$ cat config.mk
export PLATFORM = sky130hd
export DESIGN_NAME = hc595_ctrl
export DESIGN_NICKNAME = d
export VERILOG_FILES = /design/src/rtl/hc595_ctrl.sv
export SDC_FILE = /design/constraint.sdc
export NUM_CORES = 1
export LEC_CHECK = 0
export CAP_MARGIN = 20
export CELL_PAD_IN_SITES_DETAIL_PLACEMENT = 0
export CELL_PAD_IN_SITES_GLOBAL_PLACEMENT = 2
export CORE_ASPECT_RATIO = 0.7
export CORE_MARGIN = 10
export CORE_UTILIZATION = 35
export CTS_CLUSTER_DIAMETER = 100
export DETAILED_ROUTE_END_ITERATION = 8
export PLACE_DENSITY_LB_ADDON = 0.1
export SLEW_MARGIN = 20
export SYNTH_ARGS = -nofsm -noshare
export SYNTH_HDL_FRONTEND = slang
export SYNTH_SLANG_ARGS = --single-unit
$ cat constraint.sdc
create_clock -name sys_clk -period 2.6 [get_ports sys_clk]
set_input_delay 0.52 -clock sys_clk [delete_from_list [all_inputs] [get_ports sys_clk]]
set_output_delay 0.52 -clock sys_clk [all_outputs]
set_load 0.03 [all_outputs]
$ cat src/rtl/hc595_ctrl.sv
// hc595_ctrl: continuously serialises the 7-segment drive {sel, seg} into a
// 74HC595 chain, one 14-bit frame at a time, ending each frame with a
// storage latch so the displayed pattern changes atomically.
//
// Ports:
//   sys_clk    system clock, rising edge
//   sys_rst_n  asynchronous active-low reset
//   sel[5:0]   digit select, 1 = digit enabled
//   seg[7:0]   segment pattern, active-low, seg[7] = dp
//   ds         serial data to 595 DS
//   shcp       595 shift clock (data sampled on its rising edge)
//   stcp       595 storage clock (latches on its rising edge)
//   oe         595 output enable, active-low
//
// CLK_DIV = sys_clk cycles per shifted bit (even, 2..256).
module hc595_ctrl #(
   parameter int unsigned CLK_DIV = 4
) (
   input  logic       sys_clk,
   input  logic       sys_rst_n,
   input  logic [5:0] sel,
   input  logic [7:0] seg,
   output logic       ds,
   output logic       shcp,
   output logic       stcp,
   output logic       oe
);

   localparam int unsigned DW    = (CLK_DIV > 2) ? $clog2(CLK_DIV) : 1;
   localparam int unsigned SW    = 4;
   localparam int unsigned NBITS = 14;

   localparam logic [DW-1:0] D_MAX  = DW'(CLK_DIV - 1);
   localparam logic [DW-1:0] D_HALF = DW'(CLK_DIV / 2);
   localparam logic [SW-1:0] S_LAST = SW'(NBITS);

   logic [DW-1:0]    d_q, d_nxt;
   logic [SW-1:0]    s_q, s_nxt;
   logic [NBITS-1:0] frame_q, frame_nxt;
   logic             run_q;
   logic [SW-1:0]    slot_prev;
   logic             late_half;
   logic             ds_nxt, shcp_nxt, stcp_nxt, oe_nxt;

   // Next-state and output decode. Outputs registered at an edge describe the
   // position one cycle behind the counters, so the decode looks at the
   // previous (slot, divider) position. run_q masks the very first edge after
   // reset, where no previous position exists (prevents a spurious latch).
   always_comb begin
      d_nxt     = d_q + DW'(1);
      s_nxt     = s_q;
      frame_nxt = frame_q;
      slot_prev = s_q;
      late_half = (d_q > D_HALF);
      ds_nxt    = 1'b0;
      shcp_nxt  = 1'b0;
      stcp_nxt  = 1'b0;
      oe_nxt    = oe;

      if (d_q == D_MAX) begin
         d_nxt = '0;
         s_nxt = (s_q == S_LAST) ? '0 : s_q + SW'(1);
      end

      // Snapshot in shift order: seg LSB first, then sel MSB first.
      if (s_q == '0 && d_q == '0)
         frame_nxt = {sel[0], sel[1], sel[2], sel[3], sel[4], sel[5], seg};

      // Previous divider value was D-1, always in the late half of the bit.
      if (d_q == '0) begin
         slot_prev = (s_q == '0) ? S_LAST : s_q - SW'(1);
         late_half = 1'b1;
      end

      if (run_q) begin
         if (slot_prev == S_LAST) begin
            stcp_nxt = late_half;
         end else begin
            ds_nxt   = frame_q[slot_prev];
            shcp_nxt = late_half;
         end
      end

      // Enable the display once the first latch pulse has completed.
      if (stcp && !stcp_nxt)
         oe_nxt = 1'b0;
   end

   // State and output registers.
   always_ff @(posedge sys_clk or negedge sys_rst_n) begin
      if (!sys_rst_n) begin
         d_q     <= '0;
         s_q     <= '0;
         frame_q <= '0;
         run_q   <= 1'b0;
         ds      <= 1'b0;
         shcp    <= 1'b0;
         stcp    <= 1'b0;
         oe      <= 1'b1;
      end else begin
         d_q     <= d_nxt;
         s_q     <= s_nxt;
         frame_q <= frame_nxt;
         run_q   <= 1'b1;
         ds      <= ds_nxt;
         shcp    <= shcp_nxt;
         stcp    <= stcp_nxt;
         oe      <= oe_nxt;
      end
   end

endmodule
After elaboration in Yosys (flattened, before gate mapping)
Cells that the tools add are included.
W data, S select, Z words.
{"block": "word_totals", "out_inout_bits": 4, "reg_bits": 25, "in_bits": 16, "wordCells": 34}
{"block": "op_classes", "addsub": 3, "n_reduce_logical": 5, "n_eq_ne": 3, "n_lt_le_gt_ge": 2, "mux": 13}
{"cell": "$mux W4", "n": 3}
{"cell": "$eq A4 B4 Y1 const B", "n": 2}
{"cell": "$mux W1", "n": 8}
{"cell": "$lt A4 B5 Y1 const B", "n": 1}
{"cell": "$add A4 B1 Y4 const B", "n": 1}
{"cell": "$bmux W1 S4", "n": 1}
{"cell": "$logic_not A4 Y1", "n": 1}
{"cell": "$sub A4 B1 Y4 const B", "n": 1}
{"cell": "$add A2 B1 Y2 const B", "n": 1}
{"cell": "$eq A2 B2 Y1 const B", "n": 1}
{"cell": "$gt A2 B2 Y1 const B", "n": 1}
{"cell": "$logic_and A1 B1 Y1", "n": 2}
{"cell": "$logic_not A2 Y1", "n": 1}
{"cell": "$mux W2", "n": 1}
{"cell": "$logic_not A1 Y1", "n": 1}

Depth between registers and ports, before layout
Gate-level depths: netlist of the first run.
{"block": "depth", "depth_word": 8, "mapped_depth": 9, "ltp_nobuf": 7}

Worst setup path after synthesis of the first run
No wires, ideal clock.
{"block": "synth_path", "path_kind": "register to register", "from": "register s_q[0]", "to": "register frame_q[11]", "arrival_time_ns": 2.256, "setup_ns": 0.125, "synth_period_minus_slack_ns": 2.381, "required_ns": 2.475, "path_stages_with_launch": 8, "path_slack_ns": 0.219, "n_path_buf": 2, "cell_sequence": "dfrtp_1 -> buf_2 -> inv_1 -> ha_1 -> or3b_4 -> nor2_1 -> buf_4 -> mux2_2"}
{"block": "synth_between", "elab_chain_len": 2}
{"element": "start: declaration", "line": "38", "text": "logic [SW-1:0] s_q, s_nxt;"}
{"element": "start signal: assignment", "line": "102", "text": "s_q <= s_nxt;"}
{"element": "$logic_not A4 Y1", "line": "66", "text": "if (s_q == '0 && d_q == '0)"}
{"element": "$logic_and A1 B1 Y1", "line": "66"}
{"element": "end signal: assignment", "line": "103", "text": "frame_q <= frame_nxt;"}
{"element": "end: declaration", "line": "39", "text": "logic [NBITS-1:0] frame_q, frame_nxt;"}
No other way between the ends.
A chain may end at the register's enable or synchronous reset.

Worst setup path after layout of the first run
{"block": "layout_path", "from": "register s_q[1]", "to": "register ds"}
{"block": "layout_between", "elab_chain_len": 7, "elab_cells_between_ends": 9, "classes_between": "add/sub (1); eq/ne (1); mux (6); reduce/logical (1)"}
{"element": "$sub A4 B1 Y4 or $logic_not A4 Y1 (tied branches)", "line": "71", "text": "slot_prev = (s_q == '0) ? S_LAST : s_q - SW'(1);"}
{"element": "$mux W4", "line": "71"}
{"element": "$mux W4 (*)", "line": "70", "text": "if (d_q == '0) begin"}
{"element": "$bmux W1 S4", "line": "79", "text": "ds_nxt = frame_q[slot_prev];"}
{"element": "$mux W1 (not written as such)", "line": "79"}
{"element": "$mux W1 (*)", "line": "76", "text": "if (slot_prev == S_LAST) begin"}
{"element": "$mux W1 (*)", "line": "75", "text": "if (run_q) begin"}
{"element": "net ds_nxt", "line": "43", "text": "logic ds_nxt, shcp_nxt, stcp_nxt, oe_nxt;"}
{"element": "end signal: assignment", "line": "105", "text": "ds <= ds_nxt;"}
{"element": "end: declaration", "line": "23", "text": "output logic ds,"}
The timed path passes the listed nets; every way through them passes the cells marked *. The select of a mux whose other input is x is not followed.

==> metrics.cfg, run 1 <==
[outcome]
status=completed

[synth]
postSynthAreaPerCell_um2=11.1
syn_inst=127
syn_nets=149
synth-seq-area-share=0.445
yosysWarningCount=0
syn_area_um2=1410
synthArstFlopShare=1.00
synth-main-ff-cell=dfrtp_1
yosys_register_bits=25
synth_edf_count=0
synth_cell_types=45

[flow_run]
maxCapViolations=0

[sta]
tightest_slew_ns=0.510
skew_ns=0.00183
max_freq_mhz=433
rsz0062_at_grt=false
fin_crit_ns=2.31
finalSetupTns_ns=0
hold_viol_final=0
setup-violations-final=0
max_slew_margin=0.658
drv_slew=0
postLayoutSetupSlackWorst_ns=0.290
period_share=0.888

[drt]
final_antenna_net_count=0
drt_iter0_drc=50
routed_wl_um=3040
drc_errors=0
vias_per_cell=5.20
wl_per_cell_um=15.1
dr_total_vias=1045
drtPass1Iterations=4

[clock_tree]
cts_resized=0
htreeDepth=1
cts_root_buf=clkbuf_8
postCtsHoldBufs=0
clock_path_buffers=2
insertion_delay_ns=0.27
cts_tree=built
cts.sinks=25
clkTransAtPathRegs_ns=0.09
post_cts_buffers=0
cts_made_buffers=3

[global_route]
grt.overflow.total=0
antenna_found_initial=0
track_usage=0.0907
grt_pass1_wl_um=4990
grt_pass1_vias=995
grt_max_degree=26

[die]
pin_count=20
die_area_um2=7000
die_h_um=73.1
core_um2=3900
start_util=0.361
die_w_um=95.8
rows=19

[final_layout]
layout-drive-gt1-share=0.208
nFillCells=380
syn_to_final_growth_pct=22.0
diodes=0
fin_cells=201
postLayoutCellArea_um2=1720
multiInputGateArea_um2=713
ff_latch_area_um2=627
final_nets=172

[setup_path]
crit_chain=inv_1 -> ha_1 -> or3b_4 -> and3_1 -> a2111oi_0 -> nor4_1 -> o221a_1
endpoint_kind=flop
r2r_start=s_q[1]
crit_buf_inv=1
r2r_slack_ns=0.29
crit_required_ns=2.76
cp_slowest_cell=dfrtp_1
cp.arrival_ns=2.47
cp_max_fo=7
max_stage_delay_ns=0.46
reg2regPathDepth=7
critPathKind=reg2reg
critPathTopFamily=simple AND/OR/NAND/NOR gates
r2r-end=ds
start_kind=flop

[placed_design]
place_area_um2=1670
dp_hpwl_um=2350
dpl_worst_slack_ns=0.312
port_buffers=19
place_congestion=0.801
dpl.cell_count=197

[min_path]
hp-start=oe
hp-class=reg2reg
hold_path_depth=1
hold_end=oe

[power_and_ir_drop]
p_leak_nw=0.686
power_per_cell_area_nw_per_um2=407
vdd_ir_drop_max_uv=222

## placed cells by master, fill, tap and decap left out, types with 2 or more instances in the layout
cell type,synthesis,final
dfrtp_1,24,24
clkdlybuf4s50_1,0,19
mux2_2,13,13
inv_1,8,8
nand2_1,7,7
o21ai_0,6,6
ha_1,6,6
buf_4,2,6
nor2b_1,4,4
nor2_1,4,4
nor3b_1,3,3
a21oi_1,3,3
o41ai_1,3,3
mux2i_1,3,3
a211oi_1,3,3
clkbuf_8,0,3
xnor2_1,2,2
and4b_1,2,2
o21a_1,2,2
a22oi_1,2,2
nand3_1,2,2
## state kept, by name, indices dropped and copies added (netlist names)
register,count
shcp,1
stcp,1
d_q,2
run_q,1
frame_q,14
oe,1
s_q,4
ds,1
## metal layers
| layer | share of wire | GRT usage |
|---|---|---|
| met3 | 0.070 | 0.0349 |
| met1 | 0.50 | 0.127 |
| met5 | 0 | 0 |
| met2 | 0.43 | 0.130 |
| met4 | 0.0020 | 0.0147 |
## worst reg2reg max path: cells and delay by family (launching register included)
kind | cells | cell delay, ns
flops | 1 | 0.46
fa+ha+maj | 1 | 0.29
compound gates | 2 | 0.61
simple gates | 3 | 0.70
buf+inv | 1 | 0.16
## per-stage QoR
step | hold WS [ns] | util | power (mW)
global route | 0.483 | 0.440 | 0.735
finish | 0.465 | 0.440 | 0.698
CTS | 0.465 | 0.440 | 0.709
floorplan | 0.224 | - | 0.435
global placement | 0.446 | 0.428 | 0.474
detailed placement | 0.452 | 0.428 | 0.476
## worst max-delay path by stage
| stage | slack [ns] | end | cells past startpoint | start |
|---|---|---|---|---|
| after floorplan | 0.22 | frame_q[11] | 7 | s_q[0] |
| after global placement | 0.37 | ds | 7 | s_q[1] |
| after detailed placement | 0.31 | ds | 7 | s_q[1] |
| after CTS | 0.32 | ds | 7 | s_q[1] |
| after global routing | 0.006 | ds | 7 | s_q[1] |
| final | 0.29 | ds | 7 | s_q[1] |
## synthesized netlist by cell type, types with 2 or more instances
master / number / area [um2]
a211oi_1: 3 / 22.5
buf_4: 2 / 15.0
and4b_1: 2 / 20.0
nor2b_1: 4 / 25.0
mux2_2: 13 / 146
ha_1: 6 / 75.1
a21oi_1: 3 / 15.0
nor3b_1: 3 / 22.5
mux2i_1: 3 / 30.0
inv_1: 8 / 30.0
buf_2: 3 / 15.0
a22oi_1: 2 / 15.0
o21a_1: 2 / 15.0
xnor2_1: 2 / 17.5
nand3_1: 2 / 10.0
o41ai_1: 3 / 26.3
dfrtp_1: 24 / 601
nand2_1: 7 / 26.3
o21ai_0: 6 / 30.0
nor2_1: 4 / 15.0
## power by group
group	switching, mW	internal (mW)	total (mW)
combinational	0.0198	0.0358	0.0556
sequential	0.00906	0.402	0.411
clock	0.125	0.107	0.232
## kinds of logic (layout without fill, tap and decap cells)
group / Yosys count / in the layout / synth area share
xor+xnor: 2 / 2 / 0.0124
buf+inv: 15 / 37 / 0.0480
mux: 16 / 16 / 0.125
other cells: 1 / 1 / 0.00266
compound gates: 32 / 32 / 0.176
fa+ha+maj: 6 / 6 / 0.0533
flops: 25 / 25 / 0.445
simple gates: 30 / 30 / 0.137
## cell type report
cell class | count | share of cell area
multi-input cells | 87 | 0.415
inverters | 8 | 0.0175
repair buffers | 25 | 0.137
clock buffers | 3 | 0.0241
clock inverters | 1 | 0.00292
flip-flops and latches | 25 | 0.365
well taps | 52 | 0.0379
Note: power is estimated with default switching activity, not from simulation.
==> run 2, diff against run 1 <==
- PLACE_DENSITY: not set -> 0.78
- PLACE_DENSITY_LB_ADDON: 0.1 -> not set
==> metrics.cfg, run 2 (synthesis results as in run 1) <==
[outcome]
status=completed

[final_layout]
syn_to_final_growth_pct=20.8
final_nets=170  ; -1.2%
layout_common_cells=dfrtp_1, clkdlybuf4s50_1, mux2_2
fin_cells=199  ; -1.0%
layout-drive-gt1-share=0.190  ; -0.0176
layout_commonest_cell=dfrtp_1
diodes=0  ; unchanged
largest_register_ff_count=14  ; unchanged
top_regs=frame_q x14, s_q x4, d_q x2
max_flop_register=frame_q

[setup_path]
start_kind=flop
critPathTopFamily=simple AND/OR/NAND/NOR gates
r2r_slack_ns=0.27  ; -0.02 ns
crit_required_ns=2.81  ; +0.05 ns
cp.arrival_ns=2.54  ; +0.07 ns
reg2regPathDepth=7  ; unchanged
cp_slowest_cell=dfrtp_1
max_stage_delay_ns=0.44  ; -0.02 ns
crit_chain=inv_1 -> ha_1 -> nor4b_4 -> or2_0 -> a211oi_1 -> nor4_1 -> o221a_1
r2r_start=s_q[1]
crit_buf_inv=1  ; unchanged
r2r-end=ds
cp_max_fo=7  ; unchanged
startpoint=s_q[1]
critPathKind=reg2reg
endpoint_kind=flop

[placed_design]
dpl_worst_slack_ns=0.350  ; +0.0383 ns
dp_hpwl_um=2290  ; -2.6%
port_buffers=19  ; unchanged
dpl.cell_count=195  ; -1.0%
place_congestion=0.777  ; -3.0%

[drt]
routed_wl_um=2860  ; -5.9%
wl_per_cell_um=14.4  ; -5.0%
vias_per_cell=5.15  ; -0.93%
drtPass1Iterations=4  ; unchanged
drc_errors=0  ; unchanged
final_antenna_net_count=0  ; unchanged
drt_iter0_drc=49  ; -2.0%
dr_total_vias=1025  ; -1.9%

[sta]
finalSetupTns_ns=0  ; unchanged
rsz0062_at_grt=false
setup-violations-final=0  ; unchanged
period_share=0.895  ; +0.00662
skew_ns=0.00282  ; +0.000990 ns
tightest_slew_ns=0.553  ; +0.0426 ns
drv_slew=0  ; unchanged
fin_crit_ns=2.33  ; +0.0172 ns
hold_viol_final=0  ; unchanged
max_slew_margin=0.630  ; -0.0283
postLayoutSetupSlackWorst_ns=0.273  ; -0.0172 ns
max_freq_mhz=430  ; -0.74%

[clock_tree]
htreeDepth=1  ; unchanged
cts_tree=built
postCtsHoldBufs=0  ; unchanged
cts_root_buf=clkbuf_8
clkTransAtPathRegs_ns=0.08  ; about the same
cts_resized=0  ; unchanged
clock_path_buffers=2  ; unchanged
cts_made_buffers=3  ; unchanged
post_cts_buffers=0  ; unchanged
insertion_delay_ns=0.27  ; about the same
cts.sinks=25  ; unchanged

[power_and_ir_drop]
p_seq_frac=0.589  ; about the same
total_power_uw=697  ; -0.22%
switchingPower_uw=149  ; -2.6%
p_comb_frac=0.081  ; about the same
vdd_ir_drop_max_uv=211  ; -4.9%
intPower_uw=547  ; +0.44%
swShare=0.214  ; -0.00515
p_clk_frac=0.331  ; about the same
power_per_cell_area_nw_per_um2=410  ; +0.74%
p_leak_nw=0.672  ; -2.0%

[min_path]
hp-start=oe
hold_path_depth=1  ; unchanged
hp-class=reg2reg
hold_end=oe

[die]
rows=19  ; unchanged
die_area_um2=7000  ; unchanged
start_util=0.361  ; unchanged
die_h_um=73.1  ; unchanged
die_w_um=95.8  ; unchanged
core_um2=3900  ; unchanged
pin_count=20  ; unchanged

[global_route]
antenna_found_initial=0  ; unchanged
grt.overflow.total=0  ; unchanged
grt_pass1_wl_um=4890  ; -1.9%
grt_max_degree=16  ; -38%
grt_pass1_vias=987  ; -0.80%
track_usage=0.0876  ; -0.00315

[flow_run]
maxCapViolations=0  ; unchanged

## run 2: power groups by stage
stage | Sequential [mW] | Clock, mW | Combinational, mW
3_5_place_dp | 0.418 | 0 | 0.0575
4_1_cts | 0.411 | 0.244 | 0.0575
3_3_place_gp | 0.419 | 0 | 0.0554
6_report | 0.410 | 0.230 | 0.0562
5_1_grt | 0.413 | 0.256 | 0.0619
2_1_floorplan | 0.418 | 0 | 0.0170
## run 2: cell type report
class | count | area [um2]
Inverter | 8 | 30.0
Clock buffer | 4 | 45.0
Sequential cell | 25 | 627
Fill cell | 374 | 2200
Multi-Input combinational cell | 87 | 713
Tap cell | 52 | 65.1
Timing Repair Buffer | 23 | 220
## run 2: per-layer routing
metal  track usage  share of wire  wire length (um)  vias to the layer above
met4        0.0196         0.0053                15                        0
li1              -              -                 -                      501
met2         0.126           0.42              1210                       22
met1         0.118           0.50              1430                      499
met5             0              0                 0                        -
met3        0.0380          0.072               206                        3
## run 2: worst max-delay path by stage
stage | endpoint | slack [ns] | cells past startpoint
floorplan | frame_q[11] | 0.22 | 7
global placement | ds | 0.36 | 7
detailed placement | ds | 0.35 | 7
CTS | ds | 0.32 | 7
global route | ds | 0.09 | 7
finish | ds | 0.27 | 7
## run 2: worst register-to-register path: stages (launching register included)
cell and delay (ns):
dfrtp_1 0.44, inv_1 0.15, ha_1 0.28, nor4b_4 0.35
or2_0 0.34, a211oi_1 0.13, nor4_1 0.34, o221a_1 0.24
## run 2: metrics by stage
stage                     cell area [um2]  hold WS [ns]  utilization
after floorplan                      1410         0.224            -
after global placement               1660         0.448        0.425
after detailed placement             1660         0.449        0.425
after CTS                            1700         0.462        0.436
after global routing                 1700         0.469        0.436
final                                1700         0.458        0.436
